==> src/rtl/rgb_scan_pkg.sv <==
// rgb_scan_pkg: shared types and helpers for the RGB LCD scan-out block.
package rgb_scan_pkg;

    typedef enum logic [1:0] {
        IDLE,
        PRIME,
        RUN
    } scan_state_t;

    typedef struct packed {
        logic [4:0] r;
        logic [5:0] g;
        logic [4:0] b;
    } rgb565_t;

    // Counter width needed to hold 0..total-1.
    function automatic int cnt_w(input int total);
        return (total > 1) ? $clog2(total) : 1;
    endfunction

endpackage

==> src/rtl/rgb_axis_cnt.sv <==
// rgb_axis_cnt: 0-based wrap counter with terminal-count flag (one per axis).
module rgb_axis_cnt #(
    parameter int TOTAL = 8,
    parameter int W     = 3
) (
    input  logic         clk,
    input  logic         rst,
    input  logic         clr,
    input  logic         inc,
    output logic [W-1:0] cnt,
    output logic         tc
);

    assign tc = (32'(cnt) == TOTAL - 1);

    // Count up on inc, wrap to 0 after TOTAL-1; clr holds the counter at 0.
    always_ff @(posedge clk) begin
        if (rst || clr)
            cnt <= '0;
        else if (inc)
            cnt <= tc ? '0 : cnt + 1'b1;
    end

endmodule

==> src/rtl/rgb_scan_out.sv <==
// rgb_scan_out: paces RGB565 FIFO reads to the active region and drives a
// parallel LCD with HS/VS/DE. Optional underflow pixel counter is enabled by
// defining RGB_UFLOW_CNT_EN.
module rgb_scan_out
    import rgb_scan_pkg::*;
#(
    parameter int          H_ACTIVE = 480,
    parameter int          H_FP     = 2,
    parameter int          H_SYNC   = 41,
    parameter int          H_BP     = 2,
    parameter int          V_ACTIVE = 272,
    parameter int          V_FP     = 2,
    parameter int          V_SYNC   = 10,
    parameter int          V_BP     = 2,
    parameter logic        HS_POL   = 1'b0,
    parameter logic        VS_POL   = 1'b0,
    parameter logic [15:0] FILL_RGB = 16'h0000
) (
    input  logic        clk,
    input  logic        rst,
    input  logic        en,
    input  logic [15:0] fifo_do,
    input  logic        fifo_empty,
    output logic        fifo_re,
    output logic        lcd_hs,
    output logic        lcd_vs,
    output logic        lcd_de,
    output logic [4:0]  lcd_r,
    output logic [5:0]  lcd_g,
    output logic [4:0]  lcd_b,
    output logic        busy,
`ifdef RGB_UFLOW_CNT_EN
    output logic [15:0] uflow_cnt,
`endif
    output logic        uflow
);

    localparam int H_TOTAL = H_ACTIVE + H_FP + H_SYNC + H_BP;
    localparam int V_TOTAL = V_ACTIVE + V_FP + V_SYNC + V_BP;
    localparam int HW      = cnt_w(H_TOTAL);
    localparam int VW      = cnt_w(V_TOTAL);
    localparam int STAGES  = 2;

    scan_state_t state, state_nx;
    logic [HW-1:0] h_cnt;
    logic [VW-1:0] v_cnt;
    logic h_tc, v_tc, run, frame_end;
    logic active0, hs0, vs0, under0;

    // vld_pipe[1] = active1, vld_pipe[2] = lcd_de
    logic [STAGES:1] vld_pipe;
    logic took1, hs1, vs1;
    rgb565_t pix;

    assign run       = (state == RUN);
    assign frame_end = h_tc && v_tc;
    assign busy      = (state != IDLE);

    rgb_axis_cnt #(.TOTAL(H_TOTAL), .W(HW)) u_h_cnt (
        .clk(clk), .rst(rst), .clr(!run), .inc(run),
        .cnt(h_cnt), .tc(h_tc)
    );

    rgb_axis_cnt #(.TOTAL(V_TOTAL), .W(VW)) u_v_cnt (
        .clk(clk), .rst(rst), .clr(!run), .inc(run && h_tc),
        .cnt(v_cnt), .tc(v_tc)
    );

    // State register.
    always_ff @(posedge clk) begin
        if (rst) state <= IDLE;
        else     state <= state_nx;
    end

    // Next state: start waits for data, stop only at the last clock of a frame.
    always_comb begin
        state_nx = state;
        unique case (state)
            IDLE:    if (en) state_nx = PRIME;
            PRIME:   if (!en) state_nx = IDLE;
                     else if (!fifo_empty) state_nx = RUN;
            RUN:     if (frame_end && !en) state_nx = IDLE;
            default: state_nx = IDLE;
        endcase
    end

    // Stage 0: region decode from the counters; read only when data is there.
    always_comb begin
        active0 = run && (32'(h_cnt) < H_ACTIVE) && (32'(v_cnt) < V_ACTIVE);
        hs0     = (32'(h_cnt) >= H_ACTIVE + H_FP) && (32'(h_cnt) < H_ACTIVE + H_FP + H_SYNC);
        vs0     = (32'(v_cnt) >= V_ACTIVE + V_FP) && (32'(v_cnt) < V_ACTIVE + V_FP + V_SYNC);
        under0  = active0 && fifo_empty;
        fifo_re = active0 && !fifo_empty;
    end

    // Stages 1 and 2: fifo_do arrives with took1, so colour is picked at stage 2.
    always_ff @(posedge clk) begin
        if (rst) begin
            vld_pipe <= '0;
            took1    <= 1'b0;
            hs1      <= 1'b0;
            vs1      <= 1'b0;
            pix      <= '0;
            lcd_hs   <= ~HS_POL;
            lcd_vs   <= ~VS_POL;
        end else begin
            vld_pipe[1] <= active0;
            took1       <= fifo_re;
            hs1         <= hs0;
            vs1         <= vs0;
            vld_pipe[2] <= vld_pipe[1];
            if (took1)            pix <= rgb565_t'(fifo_do);
            else if (vld_pipe[1]) pix <= rgb565_t'(FILL_RGB);
            else                  pix <= '0;
            lcd_hs <= hs1 ? HS_POL : ~HS_POL;
            lcd_vs <= vs1 ? VS_POL : ~VS_POL;
        end
    end

    assign lcd_de = vld_pipe[2];
    assign lcd_r  = pix.r;
    assign lcd_g  = pix.g;
    assign lcd_b  = pix.b;

    // Sticky underflow flag; only reset clears it.
    always_ff @(posedge clk) begin
        if (rst)         uflow <= 1'b0;
        else if (under0) uflow <= 1'b1;
    end

`ifdef RGB_UFLOW_CNT_EN
    // Saturating count of fill-colour pixels.
    always_ff @(posedge clk) begin
        if (rst)                                uflow_cnt <= '0;
        else if (under0 && uflow_cnt != 16'hFFFF) uflow_cnt <= uflow_cnt + 16'd1;
    end
`endif

endmodule
==> config.mk <==
export PLATFORM = sky130hd
export DESIGN_NAME = rgb_scan_out
export DESIGN_NICKNAME = d
export VERILOG_FILES = /design/src/rtl/rgb_scan_pkg.sv /design/src/rtl/rgb_axis_cnt.sv /design/src/rtl/rgb_scan_out.sv
export SDC_FILE = /design/constraint.sdc
export NUM_CORES = 1
export LEC_CHECK = 0
export CORE_MARGIN = 2
export CORE_UTILIZATION = 52
export DETAILED_ROUTE_END_ITERATION = 16
export GPL_ROUTABILITY_DRIVEN = 0
export PLACE_DENSITY = 0.95
export SLEW_MARGIN = 20
export SYNTH_ARGS = -nofsm -noshare
export SYNTH_HDL_FRONTEND = slang
export SYNTH_SLANG_ARGS = --single-unit
==> constraint.sdc <==
create_clock -name clk -period 2.85 [get_ports clk]
set_input_delay 0.855 -clock clk [delete_from_list [all_inputs] [get_ports clk]]
set_output_delay 0.855 -clock clk [all_outputs]
set_load 0.005 [all_outputs]
-- Yosys cells after proc, flatten, opt, wreduce, memory -nomap -nowiden
Cells that the tools add are included.
- register bits: 45
- input port bits: 20
- output and inout port bits: 22
- logic and storage cells: 55
- add/sub/neg operators: 2
- magnitude comparators: 6
- equality and inequality tests: 7
- multiplexer cells: 9
- bitwise gates (word level): 1
- reductions and logical operators: 17
- operators by type and width (operator ; number):
    < comparator 9 bit, second input constant ; 2
    adder 10 x 1 -> 10 bit, second input constant ; 1
    equality test 10 bit, second input constant ; 1
    >= comparator 10 x 9 -> 1 bit, second input constant ; 1
    < comparator 10 bit, second input constant ; 1
    < comparator 10 x 9 -> 1 bit, second input constant ; 1
    2-to-1 mux 10 bit ; 1
    adder 9 x 1 -> 9 bit, second input constant ; 1
    equality test 9 bit, second input constant ; 1
    >= comparator 9 bit, second input constant ; 1
    logical AND 1 bit ; 9
    2-to-1 mux 9 bit ; 1
    2-to-1 mux 2 bit ; 4
    one-hot mux 2 bit (3 select lines) ; 1
    logical NOT 1 bit ; 3
    != test 3 bit, second input constant ; 1
    AND reduction 3 bit ; 1
    equality test 2 x 1 -> 1 bit, second input constant ; 1
    equality test 2 bit, second input constant ; 1
    logical NOT 2 bit ; 1
    2-to-1 mux 1 bit ; 2
    != test 2 x 1 -> 1 bit, second input constant ; 1
    != test 2 bit, second input constant ; 1
    nonzero test 2 bit ; 1
    other kinds (3) ; 3

-- Logic depth before layout (Yosys ltp)
Gate-level depths: netlist of the first run.
- depth after elaboration: 5
- mapped depth: 6
- depth with buffers taken out: 6

-- Hierarchy
A second synthesis of the first run with hierarchy kept.
- cells, all modules: 183
- area total of the unflattened synthesis: 1833.0 um2
- modules (own cells, without submodules) (module ; times used ; cells an instance ; area each (um2) ; sequential area each (um2)):
    rgb_scan_out ; 1 ; 76 ; 843.3 ; 520.5
    rgb_axis_cnt (u_h_cnt) ; 1 ; 57 ; 533.0 ; 200.2
    rgb_axis_cnt (u_v_cnt) ; 1 ; 50 ; 456.7 ; 180.2

-- Worst setup path after synthesis of the first run
Ideal clock, no wire load.
- path type: input -> output
- start: input fifo_empty
- end: output fifo_re
- arrival: 1059 ps
- data required time: 1995 ps
- setup slack: 936 ps
- cell stages on the path: 1
- buffers on the path: 0
- path through: nor3_1
- cells in the longest elaborated chain, start to end: 2
- RTL lines (what ; RTL line ; text):
    start, declared ; rgb_scan_out.sv:23 ; input logic fifo_empty,
    logical NOT 1 bit ; rgb_scan_out.sv:93 ; fifo_re = active0 && !fifo_empty;
    logical AND 1 bit ; rgb_scan_out.sv:93 ;
    end, declared ; rgb_scan_out.sv:24 ; output logic fifo_re,
No other way between the ends.

-- Worst setup path after layout of the first run
- start: register u_v_cnt.cnt[7]
- end: output fifo_re
- cells in the longest elaborated chain, start to end: 3
- RTL lines (what ; RTL line ; text):
    start, declared ; rgb_axis_cnt.sv:10 ; output logic [W-1:0] cnt,
    start signal, assigned ; rgb_axis_cnt.sv:21 ; cnt <= tc ? '0 : cnt + 1'b1;
    < comparator 9 bit ; rgb_scan_out.sv:89 ; active0 = run && (32'(h_cnt) < H_ACTIVE) && (32'(v_cnt) < V_ACTIVE);
    logical AND 1 bit ; rgb_scan_out.sv:89 ;
    logical AND 1 bit ; rgb_scan_out.sv:93 ;
No other way between the ends.

==> flow_metrics.env, run 1 <==
export IMPL_cts_tree="done"
export IMPL_power_mw=1.08
export IMPL_rr_endpoint="u_v_cnt.cnt[0]"
export IMPL_layout_setup_ws_ps=438
export IMPL_syn_nets=202
export IMPL_seq_area_frac_synth_pct=51.9
export IMPL_synth_seq_cells=45
export IMPL_r2r_setup_slack_ps=1050
export IMPL_cp_max_fo=5
export IMPL_grt_pass1_wl_um=5970
export IMPL_start_util_pct=56.0
export IMPL_cp_cell_sequence="o41ai_4, nand3b_1, nor3_2, dlymetal6s2s_1"
export IMPL_finalNetCount=249
export IMPL_clkTransAtPathRegs_ps=120
export IMPL_initialDrtViolationCount=44
export IMPL_drc=0
export IMPL_wl_per_cell_um=14.3
export IMPL_ios=42
export IMPL_reg2reg_from="u_h_cnt.cnt[4]"
export IMPL_viasPerCell=5.43
export IMPL_post_place_ws_ps=-39.5
export IMPL_num_vias=1466
export IMPL_stdcell_count=270
export IMPL_dieWidth_um=61.8
export IMPL_slew_viol_final=0
export IMPL_dpl_cell_count=261
export IMPL_synth_warnings=0
export IMPL_worstMarginPinSlew_ps=681
export IMPL_layout_drive_gt1_share_pct=9.29
export IMPL_hold_violations=0
export IMPL_status="completed"
export IMPL_hold_depth=1
export IMPL_fin_area_sq_um=2320
export IMPL_min_period_ps=2410
export IMPL_yosys_area_top_type="dfxtp_1"
export IMPL_powerDensity_nw_per_um2=465
export IMPL_setup_viol=0
export IMPL_dpl_cell_area_sq_um=2200
export IMPL_rsz0062_at_grt="false"
export IMPL_clkLatencyLatePin_ps=350
export IMPL_antenna_found_initial=0
export IMPL_synth_area_leaders="dfxtp_1, and2_1, nand4_1, nor2_1, xor2_1"
export IMPL_required_ps=2000
export IMPL_end_kind="primary output"
export IMPL_max_freq_mhz=415
export IMPL_port_buffers=41
export IMPL_synth_edf_count=0
export IMPL_reg2reg_depth=4
export IMPL_synth_top_area_share_pct=51.9
export IMPL_grt_overflow_total=0
export IMPL_synthToLayoutAreaGrowth_pct=33.6
export IMPL_whs_endpoint="lcd_vs"
export IMPL_cpLargestDelayFamily="flip-flops"
export IMPL_avgSynthCellArea_sq_um=9.76
export IMPL_antenna_cells=0
export IMPL_finalCritPeriodShare_pct=84.6
export IMPL_fin_skew_ps=7.52
export IMPL_irDropWorstVdd_v=0.000321
export IMPL_track_usage_pct=21.8
export IMPL_routed_wl_um=3860
export IMPL_cts_root_buf="clkbuf_4"
export IMPL_ys_async_sr_fraction_pct=0
export IMPL_syn_area_sq_um=1740
export IMPL_worstSetupStartpoint="u_v_cnt.cnt[7]"
export IMPL_p_leak_nw=0.876
export IMPL_slowest_stage="dfxtp_2"
export IMPL_critPathBufInv=1
export IMPL_max_stage_delay_ps=370
export IMPL_ys_top_cells_by_count="dfxtp_1, and2_1, nor2_1, nand2_1, nand4_1"
export IMPL_row_count=20
export IMPL_core_area_sq_um=3100
export IMPL_hpwlAfterDp_um=2660
export IMPL_slew_headroom_pct=54.5
export IMPL_cts_sinks=45
export IMPL_grt_max_degree=17
export IMPL_die_area_sq_um=3820
export IMPL_cts_buffers=5
export IMPL_criticalPathCategory="reg2out"
export IMPL_cp_start_kind="flop"
export IMPL_cts_buffer_depth=2
export IMPL_hp_class="reg2reg"
export IMPL_ys_flop_type="dfxtp_1"
export IMPL_ant_nets=0
export IMPL_firstDrtPassIters=4
export IMPL_crit_arrival_ps=1560
export IMPL_grt_pass1_vias=1302
export IMPL_htree_levels=2
export IMPL_hold_buffers=0
export IMPL_synth_cell_types=37
export IMPL_netlist_instances=178
export IMPL_worstHoldStart="vs1"
export IMPL_die_y_um=61.8
export IMPL_yosysMostFrequentCell="dfxtp_1"
export IMPL_cap_violations=0
[placed cells by master (no fill, tap or decap), types with 3 or more instances in the layout]
| master | instances |
|---|---|
| nor2b_1 | 3 |
| nand3_1 | 5 |
| dfxtp_1 | 43 |
| nor2_1 | 15 |
| clkbuf_4 | 5 |
| nor3_1 | 3 |
| a21oi_1 | 6 |
| and3_1 | 5 |
| nand2_1 | 10 |
| nand4_1 | 9 |
| xnor2_1 | 3 |
| inv_1 | 6 |
| or3_1 | 6 |
| ha_1 | 4 |
| and2_1 | 17 |
| o21ai_0 | 8 |
| xor2_1 | 6 |
| clkdlybuf4s50_1 | 39 |
[through the flow]
step           utilization, %  hold slack (ps)  TNS [ps]
6_report                 74.8              379         0
5_1_grt                  74.8              410         0
4_1_cts                  74.0              387         0
3_5_place_dp             70.8              358     -39.5
3_3_place_gp             70.8              350         0
2_1_floorplan               -              343         0
[where the power goes]
group | internal (mW) | switching (mW) | total [mW]
Sequential | 0.632 | 0.00205 | 0.634
Combinational | 0.0305 | 0.0129 | 0.0433
Clock | 0.208 | 0.194 | 0.403
[worst max-delay path by stage]
stage	to	cells after the start
after detailed placement	fifo_re	3
after CTS	fifo_re	4
after global placement	fifo_re	3
after global routing	fifo_re	4
final	fifo_re	4
after floorplan	fifo_re	1
[area by class of cell]
type	instances	area (sq um)
Multi-Input combinational cell	124	825
Clock inverter	2	37.5
Timing Repair Buffer	43	427
Tap cell	44	55.1
Inverter	6	22.5
Fill cell	207	782
Sequential cell	45	903
Clock buffer	6	51.3
[state kept, by name (all words and copies together) (netlist names)]
signal and flops:
vld_pipe 2, uflow 1, u_v_cnt.cnt 9, u_h_cnt.cnt 10, lcd_g 6, lcd_b 5, lcd_r 5, hs1 1
state 2, vs1 1, lcd_vs 1, took1 1, lcd_hs 1
[worst reg2reg max path, cell delays in order, from the launching register on]
cell	delay [ps]
dfxtp_1	410
nor4b_4	550
nand3_4	200
or3b_1	420
a21boi_1	160
[logic make-up after synthesis]
group           synth area share, %
xor+xnor                       4.54
flops                          51.9
buf+inv                        2.02
simple gates                   30.8
compound gates                 7.85
fa+ha+maj                      2.88
[repair_timing]
| item | CTS | global route |
|---|---|---|
| buffers inserted | 1 | 0 |
| pin swaps | 1 | 2 |
| gates resized for setup | 2 | 5 |
| setup endpoints to repair | 1 | 1 |
[routing by layer]
metal | global-route usage (%) | vias up | part of all wire, %
met5 | 0 | - | 0
met4 | 12.8 | 0 | 3.9
met3 | 4.14 | 12 | 8.1
met2 | 37.0 | 73 | 47
met1 | 25.6 | 664 | 41
li1 | - | 717 | -
Note: power is estimated with default switching activity, not from simulation.
==> run 2: changes to the inputs <==
--- a/config.mk
+++ b/config.mk
@@ -6,10 +6,10 @@
 export NUM_CORES = 1
 export LEC_CHECK = 0
 export CORE_MARGIN = 2
-export CORE_UTILIZATION = 52
+export CORE_UTILIZATION = 48
 export DETAILED_ROUTE_END_ITERATION = 16
 export GPL_ROUTABILITY_DRIVEN = 0
-export PLACE_DENSITY = 0.95
+export PLACE_DENSITY = 0.9
 export SLEW_MARGIN = 20
 export SYNTH_ARGS = -nofsm -noshare
 export SYNTH_HDL_FRONTEND = slang
==> constraint.sdc (replaced) <==
create_clock -name clk -period 2.3 [get_ports clk]
set_input_delay 0.69 -clock clk [delete_from_list [all_inputs] [get_ports clk]]
set_output_delay 0.69 -clock clk [all_outputs]
set_load 0.005 [all_outputs]
==> flow_metrics.env, run 2 (synthesis results as in run 1) <==
export IMPL_dieWidth_um=64.2
export IMPL_stdcell_count=278
export IMPL_largest_reg_flops=10
export IMPL_synthToLayoutAreaGrowth_pct=34.5
export IMPL_rsz0062_at_grt="true"
export IMPL_max_freq_mhz=431
export IMPL_clkLatencyLatePin_ps=390
export IMPL_clkTransAtPathRegs_ps=150
export IMPL_final_common_cell="dfxtp_1"
export IMPL_reg2reg_depth=5
export IMPL_cts_buffers=5
export IMPL_start_util_pct=50.8
export IMPL_grt_pass1_wl_um=6430
export IMPL_hold_violations=0
export IMPL_crit_arrival_ps=1630
export IMPL_worstMarginPinSlew_ps=822
export IMPL_cts_sinks=45
export IMPL_layout_drive_gt1_share_pct=12.1
export IMPL_cts_tree="done"
export IMPL_timing_hold_ws_ps=384
export IMPL_track_usage_pct=20.4
export IMPL_initialDrtViolationCount=68
export IMPL_grt_max_degree=17
export IMPL_power_mw=1.25
export IMPL_grt_pass1_vias=1411
export IMPL_drc=0
export IMPL_cp_max_fo=2
export IMPL_status="complete, but fails checks"
export IMPL_setup_viol=1
export IMPL_routed_wl_um=3860
export IMPL_cts_buffer_depth=2
export IMPL_ant_nets=0
export IMPL_wl_per_cell_um=13.9
export IMPL_dpl_cell_count=269
export IMPL_irDropWorstVdd_v=0.000417
export IMPL_slew_headroom_pct=45.1
export IMPL_die_area_sq_um=4120
export IMPL_fin_skew_ps=15.8
export IMPL_cap_violations=0
export IMPL_port_buffers=41
export IMPL_required_ps=1610
export IMPL_slew_viol_final=0
export IMPL_layout_setup_ws_ps=-22.8
export IMPL_num_vias=1444
export IMPL_final_util_pct=68.4
export IMPL_hpwlAfterDp_um=2720
export IMPL_core_area_sq_um=3420
export IMPL_grt_overflow_total=0
export IMPL_ios=42
export IMPL_powerDensity_nw_per_um2=533
export IMPL_htree_levels=2
export IMPL_finalSetupTns_ps=-22.8
export IMPL_end_kind="primary output"
export IMPL_min_period_ps=2320
export IMPL_p_leak_nw=0.878
export IMPL_firstDrtPassIters=4
export IMPL_regMostFlops="u_h_cnt.cnt"
export IMPL_cp_start_kind="flop"
export IMPL_criticalPathCategory="reg2out"
export IMPL_row_count=21
export IMPL_finalCritPeriodShare_pct=101
export IMPL_hold_depth=1
export IMPL_viasPerCell=5.19
export IMPL_die_y_um=64.2
export IMPL_violations="negative setup slack"
export IMPL_hold_buffers=0
export IMPL_cts_root_buf="clkbuf_4"
export IMPL_antenna_cells=0
export IMPL_hp_class="reg2reg"
export IMPL_final_cell_mix="dfxtp_1, clkdlybuf4s50_1, and2_1"
export IMPL_finalNetCount=255
export IMPL_antenna_found_initial=0
run 2: changes by cell type in the layout (fill, tap and decap cells not counted):
cell	before	now
dlygate4sd2_1	1	0
dlymetal6s2s_1	1	0
clkinv_4	0	1
inv_6	0	1
clkdlybuf4s50_1	39	40
buf_2	0	1
bufinv_16	1	0
clkbuf_8	1	0
buf_4	2	8
run 2: report_power, final:
part           total, mW  internal [mW]  switching [mW]  leakage, nW
registers          0.785          0.783         0.00235        0.364
logic             0.0540         0.0392          0.0148        0.483
clock network      0.406          0.125           0.281       0.0318
run 2: per-stage QoR:
stage	setup WS, ps	area, sq um
after floorplan	587	1740
after global placement	-203	2240
after detailed placement	-271	2240
after CTS	-22.9	2330
after global routing	-76.3	2340
final	-22.8	2340
run 2: path summary, 6_finish.rpt:
kind / slack, ps / startpoint / to
worst max-delay path: -20 / u_v_cnt.cnt[7] / fifo_re
worst min-delay path: 380 / vs1 / lcd_vs
worst max register to register: 470 / u_h_cnt.cnt[5] / u_v_cnt.cnt[4]
worst min register to register: 380 / vs1 / lcd_vs
run 2: final cells by class:
type                            count  area [sq um]
Clock buffer                        5          37.5
Clock inverter                      3          25.0
Fill cell                         261          1080
Inverter                            6          22.5
Multi-Input combinational cell    124           825
Sequential cell                    45           903
Tap cell                           46          57.6
Timing Repair Buffer               49           465
run 2: what timing repair did:
item                                    CTS  global route
endpoints found under the setup margin    1             1
gates resized for setup                   8             1
setup buffers                             1             0
gates cloned                              0             0
pin swaps                                 3             2
run 2: routing by layer:
layer | GRT usage, % | routed length (um) | vias up
met5 | 0 | 0 | -
met4 | 9.84 | 85 | 0
met3 | 4.05 | 116 | 7
met2 | 33.2 | 2000 | 30
met1 | 26.0 | 1660 | 676
li1 | - | - | 731
run 2: critical path, cell delays in order, from the launching register on:
cell	delay (ps)
dfxtp_2	370
o41ai_4	370
nand3b_1	190
nor3_2	190
buf_2	140
==> run 3: changes to the inputs <==
--- a/config.mk
+++ b/config.mk
@@ -5,6 +5,7 @@
 export SDC_FILE = /design/constraint.sdc
 export NUM_CORES = 1
 export LEC_CHECK = 0
+export CORE_ASPECT_RATIO = 0.9
 export CORE_MARGIN = 2
 export CORE_UTILIZATION = 48
 export DETAILED_ROUTE_END_ITERATION = 16
==> flow_metrics.env, run 3 (synthesis results as in run 1) <==
export IMPL_fin_skew_ps=2.80
export IMPL_max_stage_delay_ps=350
export IMPL_antenna_cells=0
export IMPL_drc=0
export IMPL_status="completed"
export IMPL_hold_violations=0
export IMPL_core_area_sq_um=3430
export IMPL_antenna_found_initial=0
export IMPL_min_period_ps=2170
export IMPL_irDropWorstVdd_v=0.000458
export IMPL_end_kind="primary output"
export IMPL_swShare_pct=19.9
export IMPL_max_freq_mhz=461
export IMPL_grt_overflow_total=0
export IMPL_p_leak_nw=0.884
export IMPL_die_area_sq_um=4120
export IMPL_track_usage_pct=19.7
export IMPL_routed_wl_um=3680
export IMPL_combPwrFrac_pct=3.7
export IMPL_pwr_share_clk_pct=42.8
export IMPL_num_vias=1459
export IMPL_slew_viol_final=0
export IMPL_power_mw=1.46
export IMPL_post_place_ws_ps=-211
export IMPL_wl_per_cell_um=13.4
export IMPL_p_int_mw=1.17
export IMPL_cts_sinks=45
export IMPL_multiInputGateArea_sq_um=813
export IMPL_grt_max_degree=17
export IMPL_cp_start_kind="flop"
export IMPL_grt_pass1_wl_um=5910
export IMPL_regMostFlops="u_h_cnt.cnt"
export IMPL_required_ps=1610
export IMPL_grt_pass1_vias=1341
export IMPL_criticalPathCategory="reg2out"
export IMPL_row_count=20
export IMPL_clkLatencyLatePin_ps=300
export IMPL_die_y_um=61.1
export IMPL_p_seq_share_pct=53.5
export IMPL_fillers=261
export IMPL_htree_levels=2
export IMPL_initialDrtViolationCount=55
export IMPL_crit_arrival_ps=1480
export IMPL_cp_max_fo=5
export IMPL_final_common_cell="dfxtp_1"
export IMPL_setup_viol=0
export IMPL_ios=42
export IMPL_port_buffers=41
export IMPL_clkTransAtPathRegs_ps=80
export IMPL_finalCritPeriodShare_pct=94.3
export IMPL_viasPerCell=5.32
export IMPL_switchingPower_mw=0.291
export IMPL_cap_violations=0
export IMPL_cts_buffer_depth=2
export IMPL_layout_setup_ws_ps=132
export IMPL_finalNetCount=253
export IMPL_synthToLayoutAreaGrowth_pct=36.1
export IMPL_final_cell_mix="dfxtp_1, clkdlybuf4s50_1, and2_1"
export IMPL_regArea_sq_um=902
export IMPL_rsz0062_at_grt="false"
export IMPL_dieWidth_um=67.4
export IMPL_hp_class="reg2reg"
export IMPL_worstMarginPinSlew_ps=803
export IMPL_layout_drive_gt1_share_pct=10.9
export IMPL_firstDrtPassIters=4
export IMPL_final_util_pct=68.9
export IMPL_slowest_stage="dfxtp_2"
export IMPL_fin_area_sq_um=2360
export IMPL_cp_cell_sequence="o41ai_2, nand3b_1, nor3_2, clkbuf_2"
export IMPL_slew_headroom_pct=46.4
export IMPL_finalSetupTns_ps=0
export IMPL_ant_nets=0
export IMPL_start_util_pct=50.7
export IMPL_dpl_cell_area_sq_um=2230
export IMPL_cts_buffers=5
export IMPL_cts_tree="done"
export IMPL_hold_buffers=0
export IMPL_powerDensity_nw_per_um2=620
export IMPL_hpwlAfterDp_um=2670
export IMPL_cts_root_buf="clkbuf_8"
export IMPL_largest_reg_flops=10
-- run 3: changes by cell type in the layout (fill, tap and decap cells not counted), sizes merged --
cell,change
bufinv,+1
buf,-3
inv,-1
clkinv,-1
clkbuf,+2
-- run 3: power groups by stage --
stage	logic, mW	clock network [mW]	registers, mW
2_1_floorplan	0.0111	0	0.802
5_1_grt	0.0585	0.661	0.784
4_1_cts	0.0548	0.628	0.784
3_5_place_dp	0.0541	0	0.802
3_3_place_gp	0.0525	0	0.802
6_report	0.0545	0.627	0.784
-- run 3: final timing paths --
check	start	to	slack, ps	cells after the start
min	vs1	lcd_vs	370	1
min reg2reg	vs1	lcd_vs	370	1
max	u_v_cnt.cnt[7]	fifo_re	130	4
max reg2reg	u_h_cnt.cnt[4]	u_v_cnt.cnt[3]	520	4
-- run 3: metal layers --
layer | vias to the layer above | share of wire (%) | global-route usage, %
li1 | 723 | - | -
met1 | 695 | 44 | 25.0
met4 | 0 | 2.7 | 11.4
met5 | - | 0 | 0
met3 | 11 | 3.6 | 4.75
met2 | 30 | 50 | 31.1
-- run 3: what timing repair did --
action | CTS | global route
buffers inserted | 0 | 0
resized for setup | 2 | 4
pin swaps | 2 | 3
endpoints found under the setup margin | 1 | 1
hold endpoints to repair | 0 | 0
-- run 3: cell type report --
type                            count  area share (%)
Sequential cell                    45            38.2
Timing Repair Buffer               47            19.1
Inverter                            6           0.953
Tap cell                           44            2.33
Clock inverter                      2            1.59
Multi-Input combinational cell    124            34.4
Clock buffer                        6            3.49
-- run 3: critical path, delay by kind of cell, from the launching register on --
family,cells,cell delay (ps)
simple gates,2,360
flops,1,350
compound gates,1,340
buf+inv,1,130
-- run 3: through the flow --
| step | hold WS (ps) | std cells |
|---|---|---|
| after floorplan | 343 | 178 |
| after global placement | 348 | 266 |
| after detailed placement | 351 | 266 |
| after CTS | 372 | 274 |
| after global routing | 385 | 274 |
| final | 369 | 274 |
